==> config.mk <==
export PLATFORM = sky130hd
export DESIGN_NAME = fifo_write_arbiter
export DESIGN_NICKNAME = d
export VERILOG_FILES = /design/src/rtl/fifo_write_arbiter.sv
export SDC_FILE = /design/constraint.sdc
export NUM_CORES = 1
export LEC_CHECK = 0
export ABC_AREA = 1
export ABC_CLOCK_PERIOD_IN_PS = 3200
export CAP_MARGIN = 20
export CORE_ASPECT_RATIO = 1.4
export CORE_MARGIN = 3
export CORE_UTILIZATION = 35
export CTS_BUF_LIST = sky130_fd_sc_hd__clkbuf_8
export DETAILED_ROUTE_END_ITERATION = 6
export GPL_ROUTABILITY_DRIVEN = 1
export MAX_ROUTING_LAYER = met4
export PLACE_DENSITY = 0.84
export SYNTH_ARGS = -nofsm -noshare
export SYNTH_HDL_FRONTEND = slang
export SYNTH_SLANG_ARGS = --single-unit
==> constraint.sdc <==
create_clock -name clk -period 3.2 [get_ports clk]
set_clock_uncertainty 0.15 [all_clocks]
set_input_delay 0.96 -clock clk [delete_from_list [all_inputs] [get_ports clk]]
set_output_delay 0.96 -clock clk [all_outputs]
set_load 0.03 [all_outputs]
==> src/rtl/fifo_write_arbiter.sv <==
// Round-robin arbiter sharing one FIFO write port (shift_in/wdata/full) between
// NUM_REQ valid/ready producers; each grant lasts up to MAX_BURST words.
module fifo_write_arbiter #(
  parameter int NUM_REQ   = 4,
  parameter int WIDTH     = 8,
  parameter int MAX_BURST = 4,
  localparam int ID_W     = (NUM_REQ > 1) ? $clog2(NUM_REQ) : 1
) (
  input  logic                       clk,
  input  logic                       res,
  input  logic [NUM_REQ-1:0]         req_valid,
  input  logic [NUM_REQ*WIDTH-1:0]   req_data,
  output logic [NUM_REQ-1:0]         req_ready,
  input  logic                       fifo_full,
  output logic                       fifo_shift_in,
  output logic [WIDTH-1:0]           fifo_wdata,
  output logic                       grant_valid,
  output logic [ID_W-1:0]            grant_id
);

  localparam int CNT_W = $clog2(MAX_BURST + 1);

  typedef enum logic {
    ST_IDLE  = 1'b0,
    ST_BURST = 1'b1
  } state_e;

  state_e           state_q, state_d;
  logic [ID_W-1:0]  grant_id_q, grant_id_d;
  logic             grant_valid_q, grant_valid_d;
  logic [CNT_W-1:0] burst_cnt_q, burst_cnt_d;
  logic [ID_W-1:0]  last_grant_q, last_grant_d;

  logic             pick_found_s;
  logic [ID_W-1:0]  pick_id_s;
  logic             g_valid_s;
  logic             xfer_s;
  logic             release_s;

  // Round-robin search starting just after the last granted requester.
  always_comb begin
    int idx;
    idx          = 0;
    pick_found_s = 1'b0;
    pick_id_s    = '0;
    for (int k = 1; k <= NUM_REQ; k++) begin
      idx = (int'(last_grant_q) + k) % NUM_REQ;
      if (!pick_found_s && req_valid[ID_W'(idx)]) begin
        pick_found_s = 1'b1;
        pick_id_s    = ID_W'(idx);
      end else begin
        pick_found_s = pick_found_s;
      end
    end
  end

  // Write data always follows the granted slice, independent of the strobe.
  always_comb begin
    fifo_wdata = '0;
    for (int i = 0; i < NUM_REQ; i++) begin
      if (grant_id_q == ID_W'(i)) begin
        fifo_wdata = req_data[i*WIDTH +: WIDTH];
      end else begin
        fifo_wdata = fifo_wdata;
      end
    end
  end

  assign g_valid_s = req_valid[grant_id_q];

  // Next-state and handshake outputs; reset masks every transfer strobe.
  always_comb begin
    state_d       = state_q;
    grant_id_d    = grant_id_q;
    grant_valid_d = grant_valid_q;
    burst_cnt_d   = burst_cnt_q;
    last_grant_d  = last_grant_q;
    req_ready     = '0;
    fifo_shift_in = 1'b0;
    xfer_s        = 1'b0;
    release_s     = 1'b0;
    case (state_q)
      ST_IDLE: begin
        if (pick_found_s) begin
          state_d       = ST_BURST;
          grant_id_d    = pick_id_s;
          grant_valid_d = 1'b1;
          burst_cnt_d   = '0;
        end else begin
          grant_valid_d = 1'b0;
        end
      end
      ST_BURST: begin
        req_ready[grant_id_q] = !fifo_full;
        xfer_s                = g_valid_s && !fifo_full;
        fifo_shift_in         = xfer_s;
        if (xfer_s) begin
          burst_cnt_d = burst_cnt_q + CNT_W'(1);
        end else begin
          burst_cnt_d = burst_cnt_q;
        end
        // A full FIFO alone never ends the burst: only the last word or a dropped valid.
        release_s = (xfer_s && (burst_cnt_q == CNT_W'(MAX_BURST - 1))) || !g_valid_s;
        if (release_s) begin
          state_d       = ST_IDLE;
          grant_valid_d = 1'b0;
          last_grant_d  = grant_id_q;
        end else begin
          state_d = ST_BURST;
        end
      end
      default: begin
        state_d       = ST_IDLE;
        grant_valid_d = 1'b0;
      end
    endcase
    if (res) begin
      req_ready     = '0;
      fifo_shift_in = 1'b0;
    end else begin
      fifo_shift_in = fifo_shift_in;
    end
  end

  // State registers; priority restarts at requester 0 after reset.
  always_ff @(posedge clk) begin
    if (res) begin
      state_q       <= ST_IDLE;
      grant_id_q    <= '0;
      grant_valid_q <= 1'b0;
      burst_cnt_q   <= '0;
      last_grant_q  <= ID_W'(NUM_REQ - 1);
    end else begin
      state_q       <= state_d;
      grant_id_q    <= grant_id_d;
      grant_valid_q <= grant_valid_d;
      burst_cnt_q   <= burst_cnt_d;
      last_grant_q  <= last_grant_d;
    end
  end

  assign grant_valid = grant_valid_q;
  assign grant_id    = grant_id_q;

endmodule

==> impl_results.md, run 1 <==
- CTS Buf Count: 3
- Crit path DAT: 2.07 ns
- Hold depth: 1
- Synthesized area per cell: 5.57 um^2
- DRC: 0
- RSZ-0062 raised after global routing: yes
- GRT Total Usage: 20.5%
- Core Area: 2280 um^2
- Final hold viol count: 0
- Capturing point of the worst reg2reg path: burst_cnt_q[1]
- Final period util: 99.5%
- Number of synthesized flops with an enable pin: 0
- CP Data Required Time: 2.09 ns
- Post-DRT Antenna Nets: 0
- Crit path largest cell delay: 0.42 ns
- First-pass GRT wire length: 4970 um
- Drt via density: 4.96
- Wire per inst: 12.2 um
- Count leader, synth: nand2_1
- Max Root-Sink Buffers: 2
- Die H: 65.5 um
- P&R area growth vs syn: 74.6%
- Setup TNS: 0 ns
- Synthesized Nets: 200
- Number of fill cells: 202
- H-tree levels: 1
- # setup viols final: 0
- CP Buf/Inv Count: 2
- Die width: 48.5 um
- Number of global-route vias before repair: 1199
- Util after Layout: 67.9%
- GP Congestion: 0.786
- Final number of max-transition violations: 0
- Worst path slowest cell: clkdlybuf4s50_1
- Largest net degree at the start of global routing: 10
- Synth unique cells: 23
- Site Rows: 20
- Starting Density: 38.9%
- Drt pass-1 iters: 4
- Ys flop type: dfxtp_1
- Register area share after synthesis: 20.3%
- Full die area: 3180 um^2
- CP Capture Type: primary output
- I/O pin total: 55
- Root buf cell: clkbuf_8
- MaxCap Viol Count: 0
- Post-synthesis cell area: 886 um^2
- Worst reg-to-reg path cell count: 10
- Clock latency on the worst-skew pair: 0.24 ns
- Post-synth ARST share: 0%
- Synth Register Bits: 9
- Status: finished, final reports clean
- Layout cells sized above 1: 18.4%
- Cts hold-fix bufs: 0
- Hold path startpoint: burst_cnt_q[0]
- Hold worst-path end: burst_cnt_q[0]
- CP startpoint kind: input port
- Ant diodes: 0
- Commonest cells in the netlist: 76 x nand2_1, 14 x inv_1
- Drt total wl: 3110 um
- Cell Pwr Density: 752 nW/um^2
- Top cells by area, synth: nand2_1 32%, dfxtp_1 20%, nand4_1 6.4%
- Slew headroom: 74.4%
- CP Cell Sequence: clkdlybuf4s50_1, nor2_1, nand2_1, nor3_1, buf_4
- Delay-heaviest family, CP: buffers and inverters
- Hold Path Class: flop to flop
- CP max FO: 4
- DP Area: 1470 um^2
- Via count: 1271
- Cells after synthesis: 159
- Crit path time final: 3.18 ns
- Largest area contributor in the netlist: nand2_1
- Leak Pwr: 0.756 nW
- Maximum vdd drop: 534 uV
- Final instance area: 1550 um^2
- Grt ovf: 0
- Nets@finish: 265
- Worst setup path category: input port to primary output
- Synth top area share: 32.2%
- Max Clk Rate: 314 MHz
- Clock transition at the registers of the reported paths: 0.04 ns
- Clock net sink count: 9
- Iteration-0 DRC Markers: 29
- Tot Pwr: 1.16 mW
- Synth warn: 0
- Flop2flop setup slack: 1.31 ns
- Initial antenna violation count: 0
- Slew of the pin with the lowest slew margin: 0.383 ns
- Reg2Reg Launch Point: last_grant_q[0]
- HPWL after DPL: 2490 um
- Port buffer count: 54
- CTS tree: built
[cell families (layout without fill, tap and decap cells)]
family          Yosys count  count (layout)  share of synthesized area, %
simple gates            116             116                          57.8
fa+ha+maj                 2               2                          2.82
flops                     9               9                          20.3
compound gates           11              11                          8.19
buf+inv                  21              85                          10.9
[worst max-delay path by stage]
stage | start | end | slack (ns) | cells after the start
2_1_floorplan | fifo_full | req_ready[0] | 0.13 | 3
3_3_place_gp | req_valid[3] | fifo_shift_in | -0.08 | 6
3_5_place_dp | req_valid[3] | fifo_shift_in | -0.1 | 6
4_1_cts | fifo_full | req_ready[0] | 0.005 | 5
5_1_grt | fifo_full | req_ready[0] | -0.03 | 5
6_report | fifo_full | req_ready[0] | 0.02 | 5
[registers in the layout, indices dropped and copies added, names as in the netlist]
name / count
grant_id: 2
last_grant_q: 2
burst_cnt_q: 3
state_q: 1
grant_valid: 1
[where the power goes]
group | leakage [nW] | internal (mW) | switching, mW
logic | 0.654 | 0.320 | 0.509
registers | 0.0742 | 0.144 | 0.0545
clock network | 0.0269 | 0.0841 | 0.0512
total | 0.756 | 0.548 | 0.614
[cell usage in the layout, fill, tap and decap left out, drive strengths merged]
| master | instances |
|---|---|
| or2 | 1 |
| inv | 19 |
| o21ai | 3 |
| o211ai | 3 |
| ha | 2 |
| a21oi | 4 |
| nand2 | 80 |
| dfxtp | 9 |
| clkbuf | 3 |
| dlymetal6s2s | 1 |
| o2111ai | 1 |
| nand3 | 10 |
| nand4 | 9 |
| buf | 22 |
| nor2 | 13 |
| nor3 | 3 |
| clkdlybuf4s50 | 40 |
[through the flow]
stage               hold WS, ns  std cells  worst slack [ns]
floorplan                 0.285        159             0.129
global placement          0.302        251           -0.0767
detailed placement        0.314        251           -0.0985
CTS                       0.317        255           0.00478
global route              0.351        256           -0.0343
finish                    0.311        256            0.0170
[cell type report]
type	count	area (um^2)	share of cell area (%)
inverters	18	70.1	4.53
clock buffers	3	41.3	2.67
well taps	33	41.3	2.67
multi-input cells	129	628	40.6
repair buffers	63	582	37.6
flip-flops and latches	9	180	11.7
clock inverters	1	3.75	0.243
[per-layer routing]
metal / GRT usage (%) / vias up / part of all wire (%)
met5: - / - / 0
met4: 11.7 / 0 / 2.5
met3: 4.08 / 9 / 7.9
met2: 39.0 / 64 / 50
met1: 19.0 / 558 / 39
li1: - / 640 / -
[what timing repair did]
action,4_1_cts,5_1_grt
endpoints found under the setup margin,1,4
setup buffers,0,1
gates resized for setup,4,2
pin swaps,1,1
(Power assumes the default switching activity.)
==> run 2: changes to the inputs <==
- GPL_ROUTABILITY_DRIVEN: 1 -> default
==> results of run 2 <==
No change in the layout: final DEF, timing and power equal those of run 1.
==> run 3: changes to the inputs <==
- PLACE_DENSITY: 0.84 -> 0.75
- SLEW_MARGIN: default -> 10
- TNS_END_PERCENT: default -> 10
==> run 3 against run 2 <==
Net effect:
- utilization did not move
- clock power barely moved
- critical path type unchanged
- die area unchanged
- fmax increased by 0.44%
- total power is 0.32% lower
- sequential share of layout area unchanged
- worst setup slack improved by 0.014 ns
- sequential power hardly changed
- first-iteration DRC count grew 3.4%
- routed wire length fell by 2.5%
- count of clock-buffer cells in the layout did not move
- global-route usage shrank 0.70 points
==> impl_results.md, run 3 (synthesis results as in run 1) <==
- MaxCap Viol Count: 0 (unchanged)
- Port buffer count: 54 (unchanged)
- # setup viols final: 0 (unchanged)
- Layout cells sized above 1: 19.1% (+0.71 points)
- CP Data Required Time: 2.09 ns (about the same)
- Status: finished, final reports clean
- Worst reg-to-reg path cell count: 8 (-2)
- Cell Pwr Density: 749 nW/um^2 (-0.32%)
- Final number of max-transition violations: 0 (unchanged)
- Nets@finish: 262 (-1.1%)
- Reg with most FFs: burst_cnt_q
- Leak Pwr: 0.738 nW (-2.3%)
- CP Capture Type: primary output
- GRT Total Usage: 19.8% (-0.70 points)
- Post-DRT Antenna Nets: 0 (unchanged)
- Clock net sink count: 9 (unchanged)
- Slew headroom: 73.2% (-1.2 points)
- Die H: 65.5 um (unchanged)
- Via count: 1231 (-3.1%)
- H-tree levels: 1 (unchanged)
- Number of fill cells: 198 (-2.0%)
- Drt via density: 4.87 (-2.0%)
- Most common cell after layout, fill and taps aside: nand2_1
- CTS tree: built
- Flop2flop setup slack: 1.24 ns (-0.07 ns)
- Die width: 48.5 um (unchanged)
- Max Root-Sink Buffers: 2 (unchanged)
- Hold Path Class: flop to flop
- Initial antenna violation count: 0 (unchanged)
- Maximum vdd drop: 485 uV (-9.1%)
- Root buf cell: clkbuf_8
- Crit path DAT: 2.06 ns (about the same)
- Max Clk Rate: 316 MHz (+0.44%)
- Core Area: 2280 um^2 (unchanged)
- CP startpoint kind: input port
- CP Capture Point: fifo_shift_in
- Final hold viol count: 0 (unchanged)
- Largest net degree at the start of global routing: 10 (unchanged)
- Site Rows: 20 (unchanged)
- Grt ovf: 0 (unchanged)
- Full die area: 3180 um^2 (unchanged)
- Number of global-route vias before repair: 1112 (-7.3%)
- Drt pass-1 iters: 6 (+2)
- Hold path startpoint: burst_cnt_q[0]
- Clock transition at the registers of the reported paths: 0.05 ns (about the same)
- Wire per inst: 12.0 um (-1.3%)
- HPWL after DPL: 2380 um (-4.2%)
- RSZ-0062 raised after global routing: yes
- Capturing point of the worst reg2reg path: burst_cnt_q[2]
- Slew of the pin with the lowest slew margin: 0.402 ns (+0.0187 ns)
- CP startpoint: req_valid[3]
- Starting Density: 38.9% (unchanged)
- Tot Pwr: 1.16 mW (-0.32%)
- Most frequent cells in the layout: 75 x nand2_1, 41 x clkdlybuf4s50_1, 18 x buf_4
- Crit path time final: 3.17 ns (-0.0140 ns)
- Reg2Reg Launch Point: grant_id[1]
- P&R area growth vs syn: 74.6% (unchanged)
- GP Congestion: 0.824 (+4.8%)
- CP max FO: 2 (-2)
- Final period util: 99.0% (-0.44 points)
- DRC: 0 (unchanged)
- I/O pin total: 55 (unchanged)
- First-pass GRT wire length: 4890 um (-1.6%)
- Iteration-0 DRC Markers: 30 (+3.4%)
- Hold Worst Slack: 0.320 ns (+0.00908 ns)
- Clock latency on the worst-skew pair: 0.24 ns (about the same)
- Util after Layout: 67.9% (unchanged)
- Ant diodes: 0 (unchanged)
- Drt total wl: 3040 um (-2.5%)
- Cts hold-fix bufs: 0 (unchanged)
- CTS Buf Count: 3 (unchanged)
- Worst setup path category: input port to primary output
- Max reg flops: 3 (unchanged)
run 3: worst max-delay path, cell delays in order:
cell and delay [ns]:
clkdlybuf4s50_1 0.48, inv_1 0.08, o2111ai_4 0.22, nand2_4 0.08
nor2_4 0.10, buf_6 0.14
run 3: repair_timing:
item	in CTS	in global routing
endpoints found under the setup margin	5	4
resized for setup	6	4
buffers inserted	1	0
pin swaps	1	0
run 3: per-stage QoR:
stage	cell area (um^2)	setup slack, ns	std cells	TNS, ns
5_1_grt	1550	-0.0217	253	-0.0521
6_report	1550	0.0310	253	0
3_3_place_gp	1450	-0.0759	248	-0.149
2_1_floorplan	886	0.129	159	0
4_1_cts	1530	0.0156	253	0
3_5_place_dp	1450	-0.100	248	-0.209
run 3: power breakdown:
part           internal, mW  total (mW)  switching [mW]
Combinational         0.313       0.825           0.511
Clock                0.0840       0.135          0.0505
Sequential            0.144       0.200          0.0553
Total                 0.541        1.16           0.617
run 3: cell type report:
cell class | instances | area (um^2) | share of cell area, %
clock inverters | 1 | 3.75 | 0.243
well taps | 33 | 41.3 | 2.67
clock buffers | 3 | 41.3 | 2.67
repair buffers | 60 | 557 | 36.0
inverters | 18 | 70.1 | 4.53
flip-flops and latches | 9 | 180 | 11.7
multi-input cells | 129 | 653 | 42.2
run 3: routing by layer:
metal	wire length (um)	track usage [%]	part of all wire [%]	up-vias
met5	0	-	0	-
met4	57	8.19	1.9	0
met1	1200	20.3	39	529
met2	1470	35.2	48	62
met3	312	5.90	10	8
li1	-	-	-	632
run 3: how the worst min path moves through the flow:
stage / slack (ns) / cells past startpoint / endpoint
final: 0.32 / 1 / burst_cnt_q[0]
after global routing: 0.35 / 2 / burst_cnt_q[1]
after CTS: 0.32 / 1 / burst_cnt_q[0]
after detailed placement: 0.31 / 1 / burst_cnt_q[0]
after global placement: 0.30 / 1 / burst_cnt_q[0]
after floorplan: 0.28 / 1 / burst_cnt_q[0]
==> RTL change: new RTL, flow settings as in run 1 <==
Change the parameter `WIDTH` from 8 to 7.
--- a/src/rtl/fifo_write_arbiter.sv
+++ b/src/rtl/fifo_write_arbiter.sv
@@ -3,5 +3,5 @@
 module fifo_write_arbiter #(
   parameter int NUM_REQ   = 4,
-  parameter int WIDTH     = 8,
+  parameter int WIDTH     = 7,
   parameter int MAX_BURST = 4,
   localparam int ID_W     = (NUM_REQ > 1) ? $clog2(NUM_REQ) : 1
Ports: changed (resized fifo_wdata and req_data); port bits go from 55 to 50. The function was not compared with the original's and may differ.
==> RTL change against run 1 <==
  * Cell area grew 1.9%
  * Sequential cell count is the same
  * Setup slack gained 0.031 ns
  * Die area grew 6.5%
  * Largest power group unchanged
  * Clock power shrank 5%
  * Routed wire length shrank 10%
  * Combinational power is essentially flat
  * Total power shrank 0.77%
  * Synthesized area grew 7.3%
==> RTL change: results (changes against run 1) <==
[setup_path]
critPathCapture = fifo_shift_in  ; was req_ready[0]
critPathArrivalTime_ns = 2.04  ; was 2.07 ns
cp_slowest_stage_delay_ns = 0.52  ; was 0.42 ns
timing.rr.start = grant_id[0]  ; was last_grant_q[0]
rr_endpoint = burst_cnt_q[2]  ; was burst_cnt_q[1]
r2r_slack_ns = 1.38  ; was 1.31 ns
crit_start = req_valid[2]  ; was fifo_full
cp_max_fo = 3  ; was 4

[drt]
dr.pass1.iters = 4  ; unchanged
drt-vias-per-instance = 4.66  ; was 4.96
wl_met2_um = 1530  ; was 1560 um
wl_met3_um = 93  ; was 247 um
wl_met1_um = 1140  ; was 1230 um
wl_per_cell_um = 11.1  ; was 12.2 um
drt_iter0_drc = 17  ; was 29

[synthesis]
synth_commonest_cells = nand2_1 (64), inv_1 (12), nand3_1 (11)  ; was nand2_1 (76), inv_1 (14)
synth_top_cell_area_share = 0.253  ; was 0.322
async_reset_ff_frac = 0  ; unchanged
ys_seq_area_frac = 0.189  ; was 0.203
syn_nets = 193  ; was 200
ys_top_cells_by_area = nand2_1 (25%), dfxtp_1 (19%), nand2_4 (7.1%)  ; was nand2_1 (32%), dfxtp_1 (20%), nand4_1 (6.4%)

[global_routing]
grt_use_met1 = 0.206  ; was 0.190
met2_usage = 0.340  ; was 0.390
grt_max_degree = 12  ; was 10
track_usage = 0.185  ; was 0.205
grt_pass1_wl_um = 4820  ; was 4970 um
grt_pass1_vias = 1126  ; was 1199
use_met3 = 0.0221  ; was 0.0408
antenna_found_initial = 0  ; unchanged

[run_status]
run_status = finished, final reports clean  ; unchanged

[min_path]
hp-start = burst_cnt_q[2]  ; was burst_cnt_q[0]
hp-class = reg2reg  ; unchanged
holdPathEnd = burst_cnt_q[2]  ; was burst_cnt_q[0]
hold_path_depth = 2  ; was 1

[placed_design]
dp_hpwl_um = 2340  ; was 2490 um
io_buffers = 49  ; was 54
gp_congestion = 0.854  ; was 0.786
postPlaceCellArea_mm2 = 0.00151  ; was 0.00147 mm^2
dp_slack_ns = 0.00798  ; was -0.0985 ns

[clocking]
cts_resized = 1  ; was 4
cts_buffer_depth = 2  ; unchanged
clk_pin_slew_ns = 0.04  ; about the same

[layout]
seq_cells = 9  ; unchanged
buf_share = 0.339  ; was 0.376
signal_buffers = 58  ; was 63
layout.nets = 255  ; was 265
multi_input_area_share = 0.446  ; was 0.406
clockNetworkAreaShare = 0.0286  ; was 0.0291
multi_input_gates = 127  ; was 129
inverters = 19  ; was 18
nFillCells = 261  ; was 202
antennaDiodeCount = 0  ; unchanged
final_layout_size_suffix_gt1_frac = 0.267  ; was 0.184

[power]
ir_worst_vdd_v = 0.000379  ; was 0.000534 V
power_leakage_nw = 0.768  ; was 0.756 nW

[floorplanning]
coreArea_mm2 = 0.00250  ; was 0.00228 mm^2

[sta]
worstMarginPinSlew_ns = 0.382  ; was 0.383 ns
setup_ws_ns = 0.0482  ; was 0.0170 ns

## RTL change: report_power, final
| part | internal, mW | switching [mW] | total [mW] |
|---|---|---|---|
| clock | 0.0835 | 0.0445 | 0.128 |
| combinational | 0.314 | 0.514 | 0.828 |
| sequential | 0.142 | 0.0557 | 0.198 |
## RTL change: logic make-up after synthesis
| group | after synthesis | share of synthesized area |
|---|---|---|
| fa+ha+maj | 2 | 0.0263 |
| buf+inv | 20 | 0.0829 |
| flops | 9 | 0.189 |
| compound gates | 11 | 0.0829 |
| simple gates | 114 | 0.618 |
## RTL change: per-stage QoR
stage / hold WS (ns) / util / cells
2_1_floorplan: 0.297 / - / 156
5_1_grt: 0.345 / 0.631 / 251
4_1_cts: 0.337 / 0.623 / 250
6_report: 0.331 / 0.631 / 251
3_5_place_dp: 0.327 / 0.604 / 246
3_3_place_gp: 0.315 / 0.604 / 246
